**src/rtl/mem_byte_bridge_pkg.sv**
```systemverilog
// Shared types and constants for the byte-wide memory bridge.
package mem_byte_bridge_pkg;

  localparam int BYTE          = 8;
  localparam int MEM_ADDR_SIZE = 16;

  typedef enum logic [2:0] {
    IDLE,
    REQ,
    WAIT,
    DONE,
    DRAIN
  } bridge_state_t;

endpackage

```
**src/rtl/mem_byte_bridge_if.sv**
```systemverilog
// Core-side and memory-side signals of the byte bridge; slave is the bridge's view.
interface mem_byte_bridge_if #(
  parameter int unsigned ADDR_W    = 16,
  parameter int unsigned MAX_BYTES = 3
);

  // Core side
  logic                     req_i;
  logic [ADDR_W-1:0]        addr_i;
  logic [1:0]               nbytes_i;
  logic                     we_i;
  logic [7:0]               wdata_i;
  logic                     flush_i;
  logic                     rdy_o;
  logic                     busy_o;
  logic                     valid_o;
  logic [8*MAX_BYTES-1:0]   data_o;

  // Memory side
  logic                     mem_req_o;
  logic [ADDR_W-1:0]        mem_addr_o;
  logic                     mem_we_o;
  logic [7:0]               mem_wdata_o;
  logic                     mem_gnt_i;
  logic                     mem_rvalid_i;
  logic [7:0]               mem_rdata_i;

  modport slave (
    input  req_i, addr_i, nbytes_i, we_i, wdata_i, flush_i,
    input  mem_gnt_i, mem_rvalid_i, mem_rdata_i,
    output rdy_o, busy_o, valid_o, data_o,
    output mem_req_o, mem_addr_o, mem_we_o, mem_wdata_o
  );

  modport master (
    output req_i, addr_i, nbytes_i, we_i, wdata_i, flush_i,
    output mem_gnt_i, mem_rvalid_i, mem_rdata_i,
    input  rdy_o, busy_o, valid_o, data_o,
    input  mem_req_o, mem_addr_o, mem_we_o, mem_wdata_o
  );

endinterface

```
**src/rtl/mem_byte_bridge.sv**
```systemverilog
// Splits a 1-3 byte read or a 1-byte write into sequential byte accesses on a
// request/grant memory bus and assembles read bytes little-endian.
module mem_byte_bridge
  import mem_byte_bridge_pkg::*;
#(
  parameter int unsigned ADDR_W    = MEM_ADDR_SIZE,
  parameter int unsigned MAX_BYTES = 3
) (
  input logic               clk_i,
  input logic               rstn_i,
  mem_byte_bridge_if.slave  bus
);

  localparam int unsigned DATA_W = BYTE * MAX_BYTES;

  bridge_state_t     r_state, w_state_d;
  logic [ADDR_W-1:0] r_base, w_base_d;
  logic [1:0]        r_n, w_n_d;
  logic [1:0]        r_idx, w_idx_d;
  logic              r_we, w_we_d;
  logic [7:0]        r_wdata, w_wdata_d;
  logic [DATA_W-1:0] r_data, w_data_d;

  always_ff @(posedge clk_i or negedge rstn_i) begin
    if (!rstn_i) begin
      r_state <= IDLE;
      r_base  <= '0;
      r_n     <= 2'd1;
      r_idx   <= '0;
      r_we    <= 1'b0;
      r_wdata <= '0;
      r_data  <= '0;
    end else begin
      r_state <= w_state_d;
      r_base  <= w_base_d;
      r_n     <= w_n_d;
      r_idx   <= w_idx_d;
      r_we    <= w_we_d;
      r_wdata <= w_wdata_d;
      r_data  <= w_data_d;
    end
  end

  always_comb begin
    w_state_d = r_state;
    w_base_d  = r_base;
    w_n_d     = r_n;
    w_idx_d   = r_idx;
    w_we_d    = r_we;
    w_wdata_d = r_wdata;
    w_data_d  = r_data;

    unique case (r_state)
      IDLE: begin
        // flush_i blocks acceptance even though there is nothing to abort
        if (bus.req_i && !bus.flush_i) begin
          w_base_d  = bus.addr_i;
          w_we_d    = bus.we_i;
          w_wdata_d = bus.wdata_i;
          w_n_d     = (bus.we_i || bus.nbytes_i == 2'd0) ? 2'd1 : bus.nbytes_i;
          w_idx_d   = '0;
          w_data_d  = '0;
          w_state_d = REQ;
        end
      end

      REQ: begin
        if (bus.mem_gnt_i) begin
          if (r_we) w_state_d = bus.flush_i ? IDLE : DONE;
          else      w_state_d = bus.flush_i ? DRAIN : WAIT;
        end else if (bus.flush_i) begin
          w_state_d = IDLE;
        end
      end

      WAIT: begin
        if (bus.flush_i) begin
          // A granted read still owes us one response; swallow it in DRAIN
          w_state_d = bus.mem_rvalid_i ? IDLE : DRAIN;
        end else if (bus.mem_rvalid_i) begin
          w_data_d[BYTE*r_idx +: BYTE] = bus.mem_rdata_i;
          if (r_idx == r_n - 2'd1) begin
            w_state_d = DONE;
          end else begin
            w_idx_d   = r_idx + 2'd1;
            w_state_d = REQ;
          end
        end
      end

      DONE: w_state_d = IDLE;

      DRAIN: begin
        if (bus.mem_rvalid_i) w_state_d = IDLE;
      end

      default: w_state_d = IDLE;
    endcase
  end

  assign bus.rdy_o       = (r_state == IDLE);
  assign bus.busy_o      = (r_state != IDLE);
  assign bus.valid_o     = (r_state == DONE);
  assign bus.data_o      = r_data;
  assign bus.mem_req_o   = (r_state == REQ);
  assign bus.mem_addr_o  = r_base + ADDR_W'(r_idx);
  assign bus.mem_we_o    = (r_state == REQ) && r_we;
  assign bus.mem_wdata_o = r_wdata;

endmodule

```
**src/flat_wrapper.sv**
```systemverilog
// flat-port wrapper written by rule: the top's interface ports become plain ports
module mem_byte_bridge_flat import mem_byte_bridge_pkg::*;
#(
  parameter int unsigned ADDR_W    = MEM_ADDR_SIZE,
  parameter int unsigned MAX_BYTES = 3
)
  (clk_i, rstn_i, bus_req_i, bus_addr_i, bus_nbytes_i, bus_we_i, bus_wdata_i, bus_flush_i, bus_mem_gnt_i, bus_mem_rvalid_i, bus_mem_rdata_i, bus_rdy_o, bus_busy_o, bus_valid_o, bus_data_o, bus_mem_req_o, bus_mem_addr_o, bus_mem_we_o, bus_mem_wdata_o);
  mem_byte_bridge_if #(.ADDR_W(ADDR_W), .MAX_BYTES(MAX_BYTES)) bus_i ();
  input logic clk_i;
  input logic rstn_i;
  input wire logic [$bits(bus_i.req_i)-1:0] bus_req_i;
  input wire logic [$bits(bus_i.addr_i)-1:0] bus_addr_i;
  input wire logic [$bits(bus_i.nbytes_i)-1:0] bus_nbytes_i;
  input wire logic [$bits(bus_i.we_i)-1:0] bus_we_i;
  input wire logic [$bits(bus_i.wdata_i)-1:0] bus_wdata_i;
  input wire logic [$bits(bus_i.flush_i)-1:0] bus_flush_i;
  input wire logic [$bits(bus_i.mem_gnt_i)-1:0] bus_mem_gnt_i;
  input wire logic [$bits(bus_i.mem_rvalid_i)-1:0] bus_mem_rvalid_i;
  input wire logic [$bits(bus_i.mem_rdata_i)-1:0] bus_mem_rdata_i;
  output wire logic [$bits(bus_i.rdy_o)-1:0] bus_rdy_o;
  output wire logic [$bits(bus_i.busy_o)-1:0] bus_busy_o;
  output wire logic [$bits(bus_i.valid_o)-1:0] bus_valid_o;
  output wire logic [$bits(bus_i.data_o)-1:0] bus_data_o;
  output wire logic [$bits(bus_i.mem_req_o)-1:0] bus_mem_req_o;
  output wire logic [$bits(bus_i.mem_addr_o)-1:0] bus_mem_addr_o;
  output wire logic [$bits(bus_i.mem_we_o)-1:0] bus_mem_we_o;
  output wire logic [$bits(bus_i.mem_wdata_o)-1:0] bus_mem_wdata_o;
  assign bus_i.req_i = bus_req_i;
  assign bus_i.addr_i = bus_addr_i;
  assign bus_i.nbytes_i = bus_nbytes_i;
  assign bus_i.we_i = bus_we_i;
  assign bus_i.wdata_i = bus_wdata_i;
  assign bus_i.flush_i = bus_flush_i;
  assign bus_i.mem_gnt_i = bus_mem_gnt_i;
  assign bus_i.mem_rvalid_i = bus_mem_rvalid_i;
  assign bus_i.mem_rdata_i = bus_mem_rdata_i;
  assign bus_rdy_o = bus_i.rdy_o;
  assign bus_busy_o = bus_i.busy_o;
  assign bus_valid_o = bus_i.valid_o;
  assign bus_data_o = bus_i.data_o;
  assign bus_mem_req_o = bus_i.mem_req_o;
  assign bus_mem_addr_o = bus_i.mem_addr_o;
  assign bus_mem_we_o = bus_i.mem_we_o;
  assign bus_mem_wdata_o = bus_i.mem_wdata_o;
  mem_byte_bridge #(.ADDR_W(ADDR_W), .MAX_BYTES(MAX_BYTES)) u_core (.clk_i(clk_i), .rstn_i(rstn_i), .bus(bus_i));
endmodule
```
**config.mk**
```make
export PLATFORM = sky130hd
export DESIGN_NAME = mem_byte_bridge_flat
export DESIGN_NICKNAME = d
export VERILOG_FILES = /design/src/rtl/mem_byte_bridge_pkg.sv /design/src/rtl/mem_byte_bridge_if.sv /design/src/rtl/mem_byte_bridge.sv /design/src/flat_wrapper.sv
export SDC_FILE = /design/constraint.sdc
export NUM_CORES = 1
export LEC_CHECK = 0
export ABC_AREA = 1
export CAP_MARGIN = 30
export CORE_ASPECT_RATIO = 0.7
export CORE_MARGIN = 2
export CORE_UTILIZATION = 40
export CTS_BUF_LIST = sky130_fd_sc_hd__clkbuf_16
export DETAILED_ROUTE_END_ITERATION = 10
export HOLD_SLACK_MARGIN = 0.15
export PLACE_DENSITY_LB_ADDON = 0.08
export RECOVER_POWER = 100
export SLEW_MARGIN = 20
export SYNTH_ARGS = -nofsm -noshare
export SYNTH_HDL_FRONTEND = slang
export SYNTH_SLANG_ARGS = --single-unit
```
**constraint.sdc**
```tcl
create_clock -name clk_i -period 1.88 [get_ports clk_i]
set_input_delay 0.188 -clock clk_i [delete_from_list [all_inputs] [get_ports clk_i]]
set_output_delay 0.188 -clock clk_i [all_outputs]
set_load 0.03 [all_outputs]
```
==> impl_metrics.env <==
export IMPL_grt_use_met1_pct=29.7
export IMPL_synth_ff_type="dfrtp_1"
export IMPL_wirelength_um=7560
export IMPL_final_common_cell="nand2_1"
export IMPL_area_growth_pct=43.5
export IMPL_hold_viol_final=0
export IMPL_grt_pass1_vias=2715
export IMPL_avgSynthCellArea_um2=7.81
export IMPL_cts_root_buf="clkbuf_16"
export IMPL_port_buffers=93
export IMPL_hold_depth=3
export IMPL_fin_crit_ns=1.96
export IMPL_skew_ns=0.00357
export IMPL_drive_gt1_share_pct=15.9
export IMPL_maxSlewViolCount=0
export IMPL_drc=0
export IMPL_synth_edff_count=0
export IMPL_maxSlewHeadroom_pct=38.7
export IMPL_rows=26
export IMPL_vias=2843
export IMPL_final_core_util_pct=59.8
export IMPL_endpoint="bus_mem_addr_o[10]"
export IMPL_yosysWarnings=0
export IMPL_status="finished with violations"
export IMPL_criticalPathCategory="reg -> out"
export IMPL_drv_cap=0
export IMPL_hold_path_class="in -> reg"
export IMPL_fin_crit_sh_pct=104
export IMPL_rrSetupSlack_ns=0.06
export IMPL_busiest_layer="met1"
export IMPL_rsz0062_at_grt="yes"
export IMPL_setup_violations=10
export IMPL_synth_seq_cells=56
export IMPL_required_ns=1.69
export IMPL_seq_area_frac_synth_pct=45.6
export IMPL_fmax_mhz=510
export IMPL_grt_usage_pct=18.7
export IMPL_use_met2_pct=26.2
export IMPL_clk_latency_ns=0.28
export IMPL_crit_start="u_core.r_idx[0]"
export IMPL_overflow=0
export IMPL_async_flop_share_pct=100
export IMPL_cts_htree_levels=2
export IMPL_violations="setup timing"
export IMPL_end_kind="output pin"
export IMPL_clock_path_buffers=2
export IMPL_syn_area_um2=3080
export IMPL_ant_nets=0
export IMPL_yosysUniqueCellTypes=30
export IMPL_worst_setup_path_start_kind="flop"
export IMPL_mostFrequentLayoutCells="nand2_1, dfrtp_1, inv_1"
export IMPL_drtIter0Drc=142
export IMPL_initial_core_util_pct=41.7
export IMPL_fp_coreArea_um2=7380
export IMPL_critPathArrivalTime_ns=1.77
export IMPL_syn_inst=394
export IMPL_die_w_um=109
export IMPL_drt_pass1_iterations=4
export IMPL_grt_max_degree=41
export IMPL_place_gp_congestion=0.918
export IMPL_syn_nets=442
export IMPL_die_area_um2=8420
export IMPL_worst_slack_ns=-0.0803
export IMPL_fillers=711
export IMPL_power_density_nw_per_um2=1250
export IMPL_final_setup_tns_ns=-0.394
export IMPL_grt_pass1_wl_um=12600
export IMPL_irDropWorstVdd_mv=0.985
export IMPL_antenna_found_initial=0
export IMPL_vias_per_cell=4.72
export IMPL_cts_tree="done"
export IMPL_reg2reg_to="u_core.r_n[0]"
export IMPL_tightest_slew_ns=0.919
export IMPL_p_leak_nw=2.11
export IMPL_die_y_um=77.4
export IMPL_rr_startpoint="u_core.r_state[2]"
export IMPL_numCtsBuffers=5
export IMPL_dp_final_hpwl_um=5830
export IMPL_clk_pin_slew_ns=0.07
export IMPL_cp_max_fo=3
export IMPL_clock_sinks=56
export IMPL_use_met3_pct=4.03
export IMPL_routedWlPerCell_um=12.6
export IMPL_r2r_cells=6
export IMPL_io_pins=94
export IMPL_final_nets=551
export IMPL_antenna_diode_count=0
==> layer usage <==
metal / up-vias / wire length [um]
li1: 1474 / -
met1: 1295 / 3920
met2: 70 / 3110
met3: 4 / 481
met4: 0 / 41
met5: - / 0
==> worst max-delay path, cell delays in order, from the launching register on <==
cell     delay [ns]
dfrtp_1        0.38
ha_2           0.20
fa_2           0.36
nand2_2        0.09
nor2_4         0.05
nand2_4        0.08
nor2_4         0.04
xor2_2         0.14
buf_6          0.14
==> metrics by stage <==
| stage | instance area (um2) | std cells | setup slack (ns) | hold WS, ns | total power [mW] |
|---|---|---|---|---|---|
| after CTS | 4430 | 601 | -0.116 | 0.382 | 5.62 |
| after floorplan | 3100 | 394 | -0.0311 | -0.108 | 3.55 |
| after global routing | 4410 | 602 | -0.179 | 0.432 | 5.89 |
| final | 4410 | 602 | -0.0803 | 0.435 | 5.50 |
| after detailed placement | 4170 | 590 | 0.0368 | 0.154 | 4.60 |
| after global placement | 4170 | 590 | 0.0661 | 0.152 | 4.56 |
==> repair_timing <==
| item | CTS | global route |
|---|---|---|
| hold buffers | 1 | 0 |
| hold endpoints to repair | 16 | 0 |
| pin swaps | 8 | 10 |
| gates resized for setup | 31 | 14 |
| setup endpoints to repair | 17 | 14 |
| buffers inserted | 2 | 1 |
==> kinds of logic after synthesis <==
group                    after synthesis  share of synthesized area, %
AO/OA/AOI/OAI                         45                          9.23
XOR/XNOR                               8                          2.28
flip-flops                            56                          45.6
AND/OR/NAND/NOR                      224                          31.5
adder cells (fa/ha/maj)                7                          3.09
buffers and inverters                 54                          8.30
==> registers in the layout, summed over array words and instances, names as in the netlist <==
name,flops
u_core.bus.data_o,24
u_core.bus.mem_wdata_o,8
u_core.r_base,16
u_core.r_idx,2
u_core.r_n,2
u_core.r_state,3
u_core.r_we,1
==> how the worst min path moves through the flow <==
stage,startpoint,end
after floorplan,rstn_i,u_core.bus.data_o[0]
after global placement,rstn_i,u_core.bus.data_o[1]
after detailed placement,rstn_i,u_core.bus.data_o[0]
after CTS,rstn_i,u_core.bus.data_o[0]
after global routing,bus_wdata_i[1],u_core.bus.mem_wdata_o[1]
final,bus_wdata_i[6],u_core.bus.mem_wdata_o[6]
==> Yosys cell counts (3+ instances only) <==
library cell	instances	area, um2
inv_2	3	11.3
buf_2	3	15.0
nand3_1	42	210
o21ai_0	18	90.1
ha_1	6	75.1
inv_1	40	150
o21ai_1	12	60.1
dfrtp_1	55	1380
nand4_1	4	25.0
xor2_1	7	61.3
nand3_2	3	30.0
nand2_1	129	484
nor3_1	8	40.0
o21ai_2	12	105
nor2_1	29	109
buf_6	6	67.6
==> layout make-up <==
cell class / instances / area [um2] / area share (%)
Multi-Input combinational cell: 284 / 1510 / 34.1
Inverter: 43 / 161 / 3.66
Sequential cell: 56 / 1400 / 31.8
Clock buffer: 5 / 125 / 2.83
Timing Repair Buffer: 113 / 1080 / 24.5
Tap cell: 98 / 123 / 2.78
Clock inverter: 3 / 15.0 / 0.340
==> power by group <==
part	leakage, nW	switching, mW	internal, mW
sequential	0.735	0.269	1.53
clock	0.0687	0.405	0.485
combinational	1.30	1.79	1.02
No activity file was read; power rests on OpenSTA's default activity.
==> patch 1 (same flow settings) <==
The 5 states of `bridge_state_t` get a one-hot encoding in 5 bits.
--- a/src/rtl/mem_byte_bridge_pkg.sv
+++ b/src/rtl/mem_byte_bridge_pkg.sv
@@ -5,10 +5,10 @@
   localparam int MEM_ADDR_SIZE = 16;
 
-  typedef enum logic [2:0] {
-    IDLE,
-    REQ,
-    WAIT,
-    DONE,
-    DRAIN
+  typedef enum logic [4:0] {
+    IDLE  = 5'b00001,
+    REQ   = 5'b00010,
+    WAIT  = 5'b00100,
+    DONE  = 5'b01000,
+    DRAIN = 5'b10000
   } bridge_state_t;
 
Formal check against the unedited RTL: no difference found for any inputs over 4 cycles, from zero or initial values and one cycle with rstn_i low; so few cycles prove little.
==> patch 1 against the unedited design <==
- the flow still finishes with violations (negative setup slack)
- worst setup slack lost 190 ps
- power increased by 7.9%
- non-clock buffer count is 11 higher
- final area is 9.9% higher
- via count up 9.6%
- wire length increased by 10%
- sequential cell count up 2
- core utilization increased by 2.7 points
- clock skew rose by 4.3 ps
- clock power grew 56%
- area after synthesis grew 2.7%
==> patch 1: results (changes against the unedited design) <==
[run_status]
status = finished with violations
violations = negative setup slack

[clocking]
clkTransAtPathRegs_ps = 50  ; -20 ps
post_cts_buffers = 3  ; +1

[worst_hold_path]
holdCritStartpoint = bus_wdata_i[3]
whs_endpoint = u_core.bus.mem_wdata_o[3]$_DFFE_PN0P_

[global_route]
gr-usage-met2_pct = 28.4  ; +2.2 points
grt_max_degree = 28  ; -32%
grt_pass1_vias = 2886  ; +6.3%
met1_usage_pct = 31.2  ; +1.5 points
grt_pass1_wl_um = 13700  ; +9.1%
track_usage_pct = 20.5  ; +1.8 points

[place]
gp_congestion = 0.871  ; -5.2%
post-dp-hpwl_um = 6110  ; +4.8%

[timing]
fin_ws_ps = -269  ; -188 ps
setup_viol = 22  ; +12

[setup_path]
crit_end = bus_mem_addr_o[12]
max_stage_delay_ps = 360  ; -20 ps
reg2reg_depth = 7  ; +1
reg2reg_to = u_core.bus.data_o[5]$_DFFE_PN0P_
r2r_slack_ps = -60  ; -120 ps
arrival_ps = 1960  ; +190 ps
r2r_start = u_core.r_state[4]$_DFFE_PN0P_
cp_slowest_cell = fa_2

[layout]
drive_gt1_share_pct = 19.9  ; +4.0 points
fill_cells = 732  ; +3.0%
clkCellAreaFrac_pct = 5.26  ; +2.1 points
seq_cell_count = 58  ; +3.6%
nClkBuffers = 9  ; +4
multi_input_area_um2 = 1740  ; +15%
nets = 591  ; +7.3%
final-nonclk-buf-share_pct = 23.4  ; -1.1 points
nMultiInputCombCells = 312  ; +9.9%
seq_share_pct = 30.0  ; -1.8 points
inv_count = 38  ; -12%

[route]
wl_met1_um = 4130  ; +5.3%
viasPerCell = 4.80  ; +1.6%
wl_per_cell_um = 12.9  ; +2.5%

[synthesis]
ys_top_cells_by_count = nand2_1, dfrtp_1, nand3_1
seq_area_frac_synth_pct = 46.0  ; +0.41 points
synthAdderAreaFrac_pct = 3.01  ; -0.082 points
synth_cell_type_count = 28  ; -6.7%
synth-xor-area-share_pct = 3.88  ; +1.6 points

[pwr]
static-leakage-power_nw = 2.48  ; +18%
ir_drop_mv = 0.770  ; -22%
p_comb_share_pct = 45.5  ; -5.5 points

[die]
die-area_um2 = 8640  ; +2.6%

patch 1: cell count changes in the layout (fill, tap and decap cells not counted), moves of 7 or more:
| cell | change |
|---|---|
| buf_4 | +18 |
| o21ai_2 | -8 |
| nand2_1 | +32 |
| o21ai_1 | -12 |
| nor2_1 | +7 |
| o21ai_0 | -11 |
patch 1: metrics by stage:
| step | total power, mW | hold slack, ps | setup WS (ps) | cells |
|---|---|---|---|---|
| floorplan | 3.51 | -108 | -55.0 | 420 |
| global placement | 4.45 | 122 | -27.2 | 623 |
| detailed placement | 4.49 | 125 | -63.9 | 623 |
| CTS | 6.00 | 320 | -278 | 643 |
| global route | 6.35 | 427 | -392 | 649 |
| finish | 5.93 | 410 | -269 | 649 |
patch 1: worst reg2reg max path, cell delays in order, from the launching register on:
cell and delay (ps):
dfrtp_1 410, inv_1 160, nand3_1 110, nor2_1 480, nand2_1 370, nand2_4 210, nand2_1 60, nand2_1 60
==> patch 2 (same settings) <==
Without the edit above. The package constant `MEM_ADDR_SIZE` goes from 16 to 32.
--- a/src/rtl/mem_byte_bridge_pkg.sv
+++ b/src/rtl/mem_byte_bridge_pkg.sv
@@ -3,5 +3,5 @@
 
   localparam int BYTE          = 8;
-  localparam int MEM_ADDR_SIZE = 16;
+  localparam int MEM_ADDR_SIZE = 32;
 
   typedef enum logic [2:0] {
Ports: changed (resized bus_addr_i and bus_mem_addr_o); port bits go from 94 to 126. The function was not compared with the original's and may differ.
==> patch 2 against the unedited design <==
- the flow still finishes with violations (negative setup slack)
- power grew 64%
- worst hold slack lost 46 ps
- combinational power grew 55%
- area after synthesis grew 36%
- non-clock buffer count grew 45
- worst setup slack lost 330 ps
- final area grew 49%
- wire length grew 66%
- sequential cell count grew 16
==> patch 2: results (changes against the unedited design) <==
[layout]
largest_reg_flops = 32  ; +33%
top_register = u_core.r_base
drive_gt1_share_pct = 20.3  ; +4.4 points
nets = 817  ; +48%

[synthesis]
seq_area_frac_synth_pct = 43.1  ; -2.5 points
syn_nets = 665  ; +50%
yosys-top-cells-area = dfrtp_1, nand2_1, nand3_1, nor2_1, inv_1
synth_warnings = 0  ; unchanged
ys_top_cells_by_count = nand2_1, dfrtp_1, nor2_1
synth_cell_type_count = 27  ; -10%
async_flop_share_pct = 100  ; unchanged

[pwr]
static-leakage-power_nw = 3.20  ; +52%
ir_drop_mv = 0.827  ; -16%

[timing]
setup-tns-final_ps = -8060  ; -7670 ps
worst_clock_skew_ps = 5.23  ; +1.66 ps
setup_viol = 46  ; +36
hold_slack_ps = 389  ; -45.7 ps
slew_headroom_pct = 49.5  ; +11 points
fin_ws_ps = -409  ; -329 ps

[place]
post-dp-hpwl_um = 9420  ; +62%
gp_congestion = 0.947  ; +3.2%
place_ws_ps = -70.4  ; -107 ps
io_buffer_count = 125  ; +34%
placed_area_um2 = 5850  ; +40%

[global_route]
grt_max_degree = 43  ; +4.9%
grt_pass1_wl_um = 20200  ; +60%
track_usage_pct = 22.7  ; +4.0 points
antenna_found_initial = 0  ; unchanged
grt_pass1_vias = 4129  ; +52%

[route]
drt-initial-drc-count = 275  ; +94%
wl_per_cell_um = 14.1  ; +12%
first_pass_iters = 5  ; +1
viasPerCell = 4.90  ; +3.7%

[run_status]
status = finished with violations
violations = negative setup slack

[clocking]
ctsLongestPathBuffers = 2  ; unchanged
clkLatencyLatePin_ps = 330  ; +50 ps
clkTransAtPathRegs_ps = 60
cts_max_level = 3  ; +1
cts_buffers = 9  ; +4

[setup_path]
r2r_slack_ps = -50  ; -110 ps
arrival_ps = 2100  ; +330 ps
reg2reg_to = u_core.bus.data_o[14]$_DFFE_PN0P_
cp_slowest_cell = fa_2
max_stage_delay_ps = 370
reg2reg_depth = 7  ; +1
r2r_start = u_core.r_state[2]$_DFFE_PN0P_

[worst_hold_path]
holdCritStartpoint = bus_wdata_i[2]
whs_endpoint = u_core.bus.mem_wdata_o[2]$_DFFE_PN0P_
holdCritPathClass = in -> reg

patch 2: final cells by class:
type | instances | area [um2]
Clock buffer | 9 | 225
Clock inverter | 7 | 119
Fill cell | 915 | 3720
Inverter | 32 | 123
Multi-Input combinational cell | 480 | 2520
Sequential cell | 72 | 1810
Tap cell | 132 | 165
Timing Repair Buffer | 158 | 1600
patch 2: kinds of logic (layout without fill, tap and decap cells):
kind of cell	Yosys count	in the layout	synth area share [%]
AND/OR/NAND/NOR	445	445	44.5
XOR/XNOR	14	14	2.93
adder cells (fa/ha/maj)	7	7	2.27
AO/OA/AOI/OAI	14	14	1.79
flip-flops	72	72	43.1
buffers and inverters	49	206	5.41
patch 2: repair_timing:
action / CTS / global route
hold endpoints to repair: 30 / 0
gates resized for setup: 55 / 38
buffers inserted: 6 / 2
setup endpoints to repair: 35 / 47
pin swaps: 10 / 9
hold buffers: 1 / 0
patch 2: worst max-delay path by stage:
stage               depth (start not counted)                  to                   startpoint  slack, ps
global placement                           10  bus_mem_addr_o[30]  u_core.r_idx[0]$_DFFE_PN0P_        -60
floorplan                                   7  bus_mem_addr_o[14]  u_core.r_idx[0]$_DFFE_PN0P_        -60
global route                               11  bus_mem_addr_o[22]  u_core.r_idx[0]$_DFFE_PN0P_       -550
CTS                                        10  bus_mem_addr_o[30]  u_core.r_idx[0]$_DFFE_PN0P_       -420
finish                                     11  bus_mem_addr_o[22]  u_core.r_idx[0]$_DFFE_PN0P_       -410
detailed placement                         10  bus_mem_addr_o[30]  u_core.r_idx[0]$_DFFE_PN0P_        -70
patch 2: stage by stage:
stage          power, mW  instances
3_3_place_gp        6.72        867
3_5_place_dp        6.78        867
4_1_cts             9.00        890
2_1_floorplan       4.99        601
5_1_grt             9.55        890
6_report            8.99        890
patch 2: per-layer routing:
layer	wire, um	GRT usage (%)	vias to the layer above	part of all wire [%]
met5	0	0	-	0
met4	162	6.19	0	1.3
met3	1040	6.81	14	8.3
met2	5170	32.6	163	41
met1	6160	33.3	1977	49
li1	-	-	2204	-
patch 2: power by group:
group          internal [mW]  total (mW)  switching, mW
Sequential              2.04        2.67          0.627
Clock                   1.30        1.97          0.673
Combinational           1.81        4.35           2.54
patch 2: worst max-delay path, delay by kind of cell (launching register included):
family / cells / cell delay (ps)
fa+ha+maj: 2 / 550
buf+inv: 4 / 420
flops: 1 / 350
simple gates: 5 / 440
